<file path="src/rtl/pulse_sched_pkg.sv">
// Shared types and helpers for the pulse scheduler: FSM state encoding and a
// constant-foldable clog2 used to size ID and gap-counter fields.
package pulse_sched_pkg;

  typedef enum logic [1:0] {
    ST_IDLE  = 2'd0,
    ST_PULSE = 2'd1,
    ST_GAP   = 2'd2
  } state_e;

  // Smallest r with 2**r >= v; returns 0 for v <= 1.
  function automatic int unsigned clog2(input int unsigned v);
    int unsigned r;
    r = 0;
    for (int unsigned i = 0; i < 32; i++) begin
      if ((33'd1 << i) < 33'(v)) r = i + 1;
    end
    return r;
  endfunction

endpackage

</file>
<file path="src/rtl/pulse_sched_rr_arbiter.sv">
// N-way round-robin pick: first set request at or after i_ptr, wrapping.
// Purely combinational; the caller owns the pointer register.
module rr_arbiter
  import pulse_sched_pkg::*;
#(
  parameter  int unsigned N    = 4,
  localparam int unsigned ID_W = clog2(N)
) (
  input  logic [N-1:0]    i_req,
  input  logic [ID_W-1:0] i_ptr,
  output logic [N-1:0]    o_grant_oh_c,
  output logic [ID_W-1:0] o_grant_id_c,
  output logic            o_valid_c
);

  int unsigned idx;

  always_comb begin
    o_grant_oh_c = '0;
    o_grant_id_c = '0;
    o_valid_c    = 1'b0;
    idx          = 0;
    for (int unsigned k = 0; k < N; k++) begin
      idx = 32'(i_ptr) + k;
      if (idx >= N) idx = idx - N;
      if (!o_valid_c && i_req[ID_W'(idx)]) begin
        o_valid_c                  = 1'b1;
        o_grant_id_c               = ID_W'(idx);
        o_grant_oh_c[ID_W'(idx)]   = 1'b1;
      end
    end
  end

endmodule

</file>
<file path="src/rtl/pulse_sched.sv">
// Per-requester event counting with round-robin issue of single-cycle pulses
// spaced GAP cycles apart, feeding one pulse_sync clock-crossing lane.
module pulse_sched
  import pulse_sched_pkg::*;
#(
  parameter  int unsigned N     = 4,
  parameter  int unsigned CNT_W = 4,
  parameter  int unsigned GAP   = 8,
  localparam int unsigned ID_W  = clog2(N)
) (
  input  logic            clk,
  input  logic            rst,
  input  logic [N-1:0]    i_req,
  input  logic            i_en,
  input  logic            i_ovf_clr,
  output logic            o_pulse,
  output logic [ID_W-1:0] o_grant_id,
  output logic            o_busy,
  output logic [N-1:0]    o_pend,
  output logic [N-1:0]    o_ovf
);

  localparam int unsigned      GAP_W    = clog2(GAP) + 1;
  localparam logic [GAP_W-1:0] GAP_LOAD = GAP_W'(GAP - 2);
  localparam logic [CNT_W-1:0] CNT_MAX  = '1;
  localparam logic [ID_W-1:0]  ID_LAST  = ID_W'(N - 1);

  state_e           state_q, state_d;
  logic [CNT_W-1:0] cnt_q [N];
  logic [CNT_W-1:0] cnt_d [N];
  logic [GAP_W-1:0] gap_q, gap_d;
  logic [ID_W-1:0]  ptr_q, ptr_d;
  logic [ID_W-1:0]  gid_q, gid_d;
  logic             pulse_q, pulse_d;
  logic             busy_q, busy_d;
  logic [N-1:0]     pend_q, pend_d;
  logic [N-1:0]     ovf_q, ovf_d;

  logic [N-1:0]     grant_oh_c;
  logic [ID_W-1:0]  grant_id_c;
  logic             grant_vld_c;
  logic             issue_c;
  logic [N-1:0]     dec_c;

  // pend_q mirrors (cnt_q != 0), so it is the pre-edge request vector.
  rr_arbiter #(
    .N (N)
  ) u_arb (
    .i_req        (pend_q),
    .i_ptr        (ptr_q),
    .o_grant_oh_c (grant_oh_c),
    .o_grant_id_c (grant_id_c),
    .o_valid_c    (grant_vld_c)
  );

  // FSM next state. The final GAP cycle doubles as an idle evaluation so
  // that back-to-back pulses land exactly GAP cycles apart.
  always_comb begin
    state_d = state_q;
    gap_d   = gap_q;
    ptr_d   = ptr_q;
    gid_d   = gid_q;
    pulse_d = 1'b0;
    issue_c = 1'b0;
    unique case (state_q)
      ST_IDLE: begin
        issue_c = i_en && grant_vld_c;
      end
      ST_PULSE: begin
        state_d = ST_GAP;
        gap_d   = GAP_LOAD;
      end
      ST_GAP: begin
        if (gap_q == '0) begin
          state_d = ST_IDLE;
          issue_c = i_en && grant_vld_c;
        end else begin
          gap_d = gap_q - GAP_W'(1);
        end
      end
      default: begin
        state_d = ST_IDLE;
      end
    endcase
    if (issue_c) begin
      state_d = ST_PULSE;
      pulse_d = 1'b1;
      gid_d   = grant_id_c;
      ptr_d   = (grant_id_c == ID_LAST) ? '0 : grant_id_c + ID_W'(1);
    end
    busy_d = (state_d == ST_PULSE) || (state_d == ST_GAP);
  end

  assign dec_c = issue_c ? grant_oh_c : '0;

  // Event counters; a simultaneous event and grant cancel out.
  always_comb begin
    ovf_d  = ovf_q & ~{N{i_ovf_clr}};
    pend_d = '0;
    for (int unsigned i = 0; i < N; i++) begin
      cnt_d[i] = cnt_q[i];
      if (i_req[i] && !dec_c[i]) begin
        if (cnt_q[i] == CNT_MAX) ovf_d[i] = 1'b1;
        else                     cnt_d[i] = cnt_q[i] + CNT_W'(1);
      end else if (!i_req[i] && dec_c[i]) begin
        cnt_d[i] = cnt_q[i] - CNT_W'(1);
      end
      pend_d[i] = (cnt_d[i] != '0);
    end
  end

  always_ff @(posedge clk or posedge rst) begin
    if (rst) begin
      state_q <= ST_IDLE;
      cnt_q   <= '{default: '0};
      gap_q   <= '0;
      ptr_q   <= '0;
      gid_q   <= '0;
      pulse_q <= 1'b0;
      busy_q  <= 1'b0;
      pend_q  <= '0;
      ovf_q   <= '0;
    end else begin
      state_q <= state_d;
      cnt_q   <= cnt_d;
      gap_q   <= gap_d;
      ptr_q   <= ptr_d;
      gid_q   <= gid_d;
      pulse_q <= pulse_d;
      busy_q  <= busy_d;
      pend_q  <= pend_d;
      ovf_q   <= ovf_d;
    end
  end

  assign o_pulse    = pulse_q;
  assign o_grant_id = gid_q;
  assign o_busy     = busy_q;
  assign o_pend     = pend_q;
  assign o_ovf      = ovf_q;

endmodule

</file>
<file path="config.mk">
export PLATFORM = sky130hd
export DESIGN_NAME = pulse_sched
export DESIGN_NICKNAME = d
export VERILOG_FILES = /design/src/rtl/pulse_sched_pkg.sv /design/src/rtl/pulse_sched_rr_arbiter.sv /design/src/rtl/pulse_sched.sv
export SDC_FILE = /design/constraint.sdc
export NUM_CORES = 1
export LEC_CHECK = 0
export ABC_CLOCK_PERIOD_IN_PS = 4100
export CAP_MARGIN = 40
export CORE_UTILIZATION = 35
export DETAILED_ROUTE_END_ITERATION = 6
export PLACE_DENSITY = 0.58
export SLEW_MARGIN = 20
export SYNTH_ARGS = -nofsm -noshare
export SYNTH_HDL_FRONTEND = slang
export SYNTH_HIERARCHICAL = 1
export SYNTH_SLANG_ARGS = --single-unit
</file>
<file path="constraint.sdc">
create_clock -name clk -period 4.1 [get_ports clk]
set_input_delay 0.82 -clock clk [delete_from_list [all_inputs] [get_ports clk]]
set_output_delay 0.82 -clock clk [all_outputs]
set_load 0.02 [all_outputs]
</file>
Yosys cells after proc, flatten, opt, wreduce, memory -nomap -nowiden
Index checks and enable logic that the tools add are counted.
{"block": "classes", "addsub": 17, "multipliers": 0, "div": 0, "order_cmp": 12, "eq_ne": 10, "n_shift": 0, "mux": 62, "bitwise_logic": 5, "n_reduce_logical": 36}
{"op": "4-bit two-way mux", "n": 18}
{"op": "1-bit two-way mux", "n": 22}
{"op": "2-bit two-way mux", "n": 11}
{"op": "4-bit by 1-bit subtractor with 4-bit output, second input constant", "n": 5}
{"op": "4-bit by 1-bit adder with 4-bit output, second input constant", "n": 4}
{"op": "4-bit == test, second input constant", "n": 4}
{"op": "1-bit logical AND", "n": 16}
{"op": "4-bit nonzero test", "n": 4}
{"op": "2-bit by 3-bit less-than comparator with 1-bit output, second input constant", "n": 4}
{"op": "4-bit OR", "n": 3}
{"op": "1-bit zero test", "n": 11}
{"op": "3-bit greater-or-equal comparator, second input constant", "n": 3}
{"op": "1-bit binary-select mux with 2-bit select", "n": 4}
{"op": "1-bit demux with 2-bit select", "n": 4}
{"op": "2-bit by 1-bit greater-or-equal comparator with 1-bit output, second input constant", "n": 4}
{"op": "4-bit case mux with 2 select lines", "n": 1}
{"op": "2-bit by 1-bit subtractor with 2-bit output, second input constant", "n": 4}
{"op": "2-bit by 2-bit adder with 3-bit output, second input constant", "n": 2}
{"op": "2-bit == test, second input constant", "n": 3}
{"op": "2-bit case mux with 3 select lines", "n": 1}
{"op": "4-bit bitwise AND", "n": 1}
{"op": "2-bit by 1-bit == test with 1-bit output, second input constant", "n": 2}
{"op": "4-bit zero test", "n": 1}
{"op": "4-bit inverter", "n": 1}
{"op": "other kinds (9)", "n": 9}
{"block": "totals", "ff_bits": 36, "latchBits": 0, "ram_bits": 0, "mem_bits_ro": 0, "input_bits": 8, "output_inout_bits": 12, "wordCells": 154, "memories": 0}

Longest topological paths before layout
{"block": "logic_depth", "ltp_word": 22, "ltp_mapped": 13}

By module
Netlist, hierarchy kept.
{"module": "pulse_sched", "instances": 1, "cells_each": 211, "area_per_inst_um2": 2137.0, "seq_area_each_um2": 900.9}
{"module": "rr_arbiter", "instances": 1, "cells_each": 45, "area_per_inst_um2": 421.7, "seq_area_each_um2": 0.0}

Worst setup path before layout
No wires, ideal clock.
{"block": "synth_path", "path_type": "reg2reg", "from": "register ptr_q[0]", "to": "register pend_q[3] (netlist: o_pend[3])", "setup_ns": 0.139, "arrival_time_ns": 3.189, "required_time_ns": 3.961, "slack_ns": 0.772, "stages_incl_launch_ff": 14, "path_buffers": 2, "path_cell_list": "dfrtp_1 buf_6 inv_1 ha_1 mux4_2 buf_6 nor4b_4 a22oi_1 o21ai_0 and4b_1 o21ai_0 a311oi_1 a211oi_1 or4_1"}
{"element": "start: declaration", "line_no": "pulse_sched.sv:32", "rtl": "logic [ID_W-1:0] ptr_q, ptr_d;"}
{"element": "start signal: assignment", "line_no": "pulse_sched.sv:127", "rtl": "ptr_q <= ptr_d;"}
{"element": "end signal: assignment", "line_no": "pulse_sched.sv:131", "rtl": "pend_q <= pend_d;"}
{"element": "end: declaration", "line_no": "pulse_sched.sv:36", "rtl": "logic [N-1:0] pend_q, pend_d;"}

==> Flow_metrics.wiki <==
{| class="wikitable"
! Metric !! Value
|-
| Highest ir drop seen on vdd || 0.209 mV
|-
| Yosys warnings || 6
|-
| Routability-driven placement congestion ratio || 0.827
|-
| Area growth syn-to-layout || 14.5%
|-
| Master of the slowest instance on the critical path || or4_1
|-
| Number of clock buffers inserted by TritonCTS || 5
|-
| Critical path peak fanout || 10
|-
| Area of the placeable core || 6940 um2
|-
| Number of post-CTS setup repair buffers || 0
|-
| Fin area || 2930 um2
|-
| Clock Skew || 4.52 ps
|-
| Reported max-cap violation count || 0
|-
| Cell taking the most area after synthesis || dfrtp_1
|-
| Worst R2R End || o_pend[3]
|-
| Clk slew on worst S/H paths || 80 ps
|-
| Die W || 87.5 um
|-
| Result of the run || finished, final reports clean
|-
| Placed inst area || between 2000 and 3000 um2
|-
| Worst-path cell chain || inv_1, ha_1, mux4_2, and2b_2, a22oi_1, o21ai_0, and4b_1, o21ai_0, a311oi_1, a211oi_1, or4_1
|-
| Antenna violations before repair || 0
|-
| DRC violations left || 0
|-
| Maximum number of pins on one net before global-route repair || 37
|-
| Total via count in the routed design || 2,039
|-
| Startpoint-to-endpoint class of the critical path || reg2reg
|-
| Largest cells by area after synthesis || dfrtp_1 35%, ha_1 7.3%, inv_1 4.0%
|-
| Drt first-iter violations || between 100 and 150
|-
| Die footprint || roughly 7700 um2
|-
| Via density || 5.50
|-
| Static leakage || approximately 1.2 nW
|-
| Transition time at the pin with the least slew margin || 633 ps
|-
| Number of global-route vias before repair || 1,917
|-
| Final Hold Viols || 0
|-
| Post-Synthesis Net Count || around 280
|-
| Overall overflow remaining after global route || 0
|-
| Type of the most critical hold path || reg2reg
|-
| Level count of the clock H-tree || 2
|-
| Dpl hpwl || ~4000 um
|-
| Number of pins with negative max-slew slack in the final report || 0
|-
| Hold Crit Endpoint || o_grant_id[0]
|-
| Setup TNS || 0 ps
|-
| Synth Area per Inst || 9.99 um2
|-
| Relative slew slack || 57.8%
|-
| Latest clock arrival within the worst-skew pair || 290 ps
|-
| Number of buffers on the longest clock path || 2
|-
| Kind of start point of the critical path || register
|-
| Unique cell type count in the Yosys netlist || between 60 and 70
|-
| Per-cell routed wire length || 14.6 um
|-
| Count of cells along the worst hold path || 1
|-
| Data required time at the worst endpoint || 4260 ps
|-
| Post-DRT Antenna Nets || 0
|-
| Cell class contributing the biggest share of worst-path delay || simple AND/OR/NAND/NOR gates
|-
| Period utilisation layout || roughly 92%
|-
| Most frequent cells after synthesis || 36 x dfrtp_1, 27 x inv_1, 16 x nand2_1
|-
| CP dominant cell by count || o21ai_0
|-
| Startpoint of the tightest hold check path || o_grant_id[0]
|-
| Kind of end point of the critical path || register
|-
| Count leader, synth || dfrtp_1
|-
| Synthesized instance count || 256
|-
| Biggest cell delay along the critical path || 530 ps
|-
| Final min period || approximately 3800 ps
|-
| Sequential share of the synthesized area || 35.2%
|-
| Hold-fix buffer count after cts || 0
|-
| Share of layout cells above drive strength 1 || 11.6%
|-
| Antenna diode count || 0
|-
| CTS tree || built
|-
| Area of the mapped netlist || 2560 um2
|-
| Number of filler cells placed in the layout || between 600 and 700
|-
| Data arrival time of the critical path || 3920 ps
|-
| Final setup violation count || 0
|-
| Total Routing Usage GR || 15.5%
|-
| Post-synth top area share || 35.2%
|-
| FFs w/ async S/R, synth || 100%
|-
| Number of instances resized during post-cts repair || 0
|-
| WL final || 5420 um
|-
| Global-route wire length before repair || 9250 um
|-
| Die outline height || 87.5 um
|-
| Total iterations of the first detailed-routing run || 4
|-
| Fin nets || 297
|-
| Starting density of the core || 36.8%
|-
| Total number of clock tree sinks || 36
|-
| Post-synth EDFFs || 0
|-
| Critical path buffers and inverters || 1
|-
| I/O Buffers || 19
|-
| Fmax || 266 MHz
|-
| Dominant register cell in the synthesized netlist || dfrtp_1
|-
| Yosys reg bits || 36
|-
| Unrepaired setup endpoints after global routing || no
|-
| Post-route core utilization || 42.2%
|-
| Areal power density over the cells || 749 nW/um2
|-
| Floorplan row count || 30
|-
| Tightest hold margin || between 500 and 600 ps
|-
| RR Startpoint || ptr_q[1]
|-
| Boundary Pins || 20
|-
| Worst Reg-to-Reg Cells || 11
|-
| Root buffer selected by CTS || clkbuf_8
|-
| Flop-to-flop setup slack || 340 ps
|}
==> cells in the final DEF, fill, tap and decap left out, types with 7 or more instances in the layout <==
master | synthesis | routed
dfrtp_1 | 36 | 36
inv_1 | 27 | 27
clkdlybuf4s50_1 | 0 | 19
nand2_1 | 16 | 16
ha_1 | 15 | 15
o21ai_0 | 12 | 12
a21oi_1 | 9 | 9
a22oi_1 | 9 | 9
nand3_1 | 8 | 8
nor2_1 | 8 | 8
mux2i_1 | 8 | 8
mux2_2 | 7 | 7
==> kinds of logic after synthesis <==
group,synth area share [%]
compound gates,23.1
mux,10.0
simple gates,16.3
flops,35.2
xor+xnor,1.37
fa+ha+maj,7.33
buf+inv,6.65
==> layout make-up <==
type | count | area, um2 | share of cell area, %
Multi-Input combinational cell | 182 | 1490 | 50.8
Tap cell | 96 | 120 | 4.10
Clock inverter | 3 | 42.5 | 1.45
Sequential cell | 36 | 901 | 30.7
Inverter | 28 | 105 | 3.59
Clock buffer | 5 | 68.8 | 2.35
Timing Repair Buffer | 21 | 205 | 7.00
==> registers in the layout, indices dropped and copies added, names as in the netlist <==
signal,count
o_busy,1
cnt_q,16
o_ovf,4
gap_q,4
state_q,2
o_pulse,1
o_pend,4
ptr_q,2
o_grant_id,2
==> power breakdown <==
| group | total, mW | internal (mW) | switching (mW) |
|---|---|---|---|
| clock | 0.314 | 0.180 | 0.134 |
| sequential | 0.729 | 0.516 | 0.212 |
| combinational | 1.15 | 0.531 | 0.620 |
| total | 2.19 | 1.23 | 0.967 |
==> per-stage QoR <==
stage | worst slack [ps] | power, mW | instances
2_1_floorplan | 772 | 1.59 | 256
6_report | 343 | 2.19 | 371
5_1_grt | 48.6 | 2.40 | 371
3_3_place_gp | 464 | 1.87 | 363
4_1_cts | 371 | 2.20 | 371
3_5_place_dp | 385 | 1.88 | 363
==> how the worst max path moves through the flow <==
stage,from,cells past startpoint,slack [ps],to
after floorplan,ptr_q[0],13,770,o_pend[3]
after global placement,ptr_q[1],11,460,o_pend[3]
after detailed placement,ptr_q[1],11,380,o_pend[3]
after CTS,ptr_q[1],11,370,o_pend[3]
after global routing,ptr_q[1],11,50,o_pend[3]
final,ptr_q[1],11,340,o_pend[3]
==> metal layers <==
metal  part of all wire (%)  vias up  wire (um)  track usage [%]
li1                       -     1004          -                -
met1                     53      994       2850             22.8
met2                     43       36       2350             22.9
met3                    3.2        5        175             3.32
met4                   0.81        0         44             4.02
met5                      0        -          0                0
==> worst register-to-register path: stages (launching register included) <==
cell and delay [ps]:
dfrtp_1 510, inv_1 150, ha_1 360, mux4_2 440, and2b_2 310, a22oi_1 70
o21ai_0 340, and4b_1 280, o21ai_0 190, a311oi_1 330, a211oi_1 100, or4_1 530
Note: power is estimated with default switching activity, not from simulation.
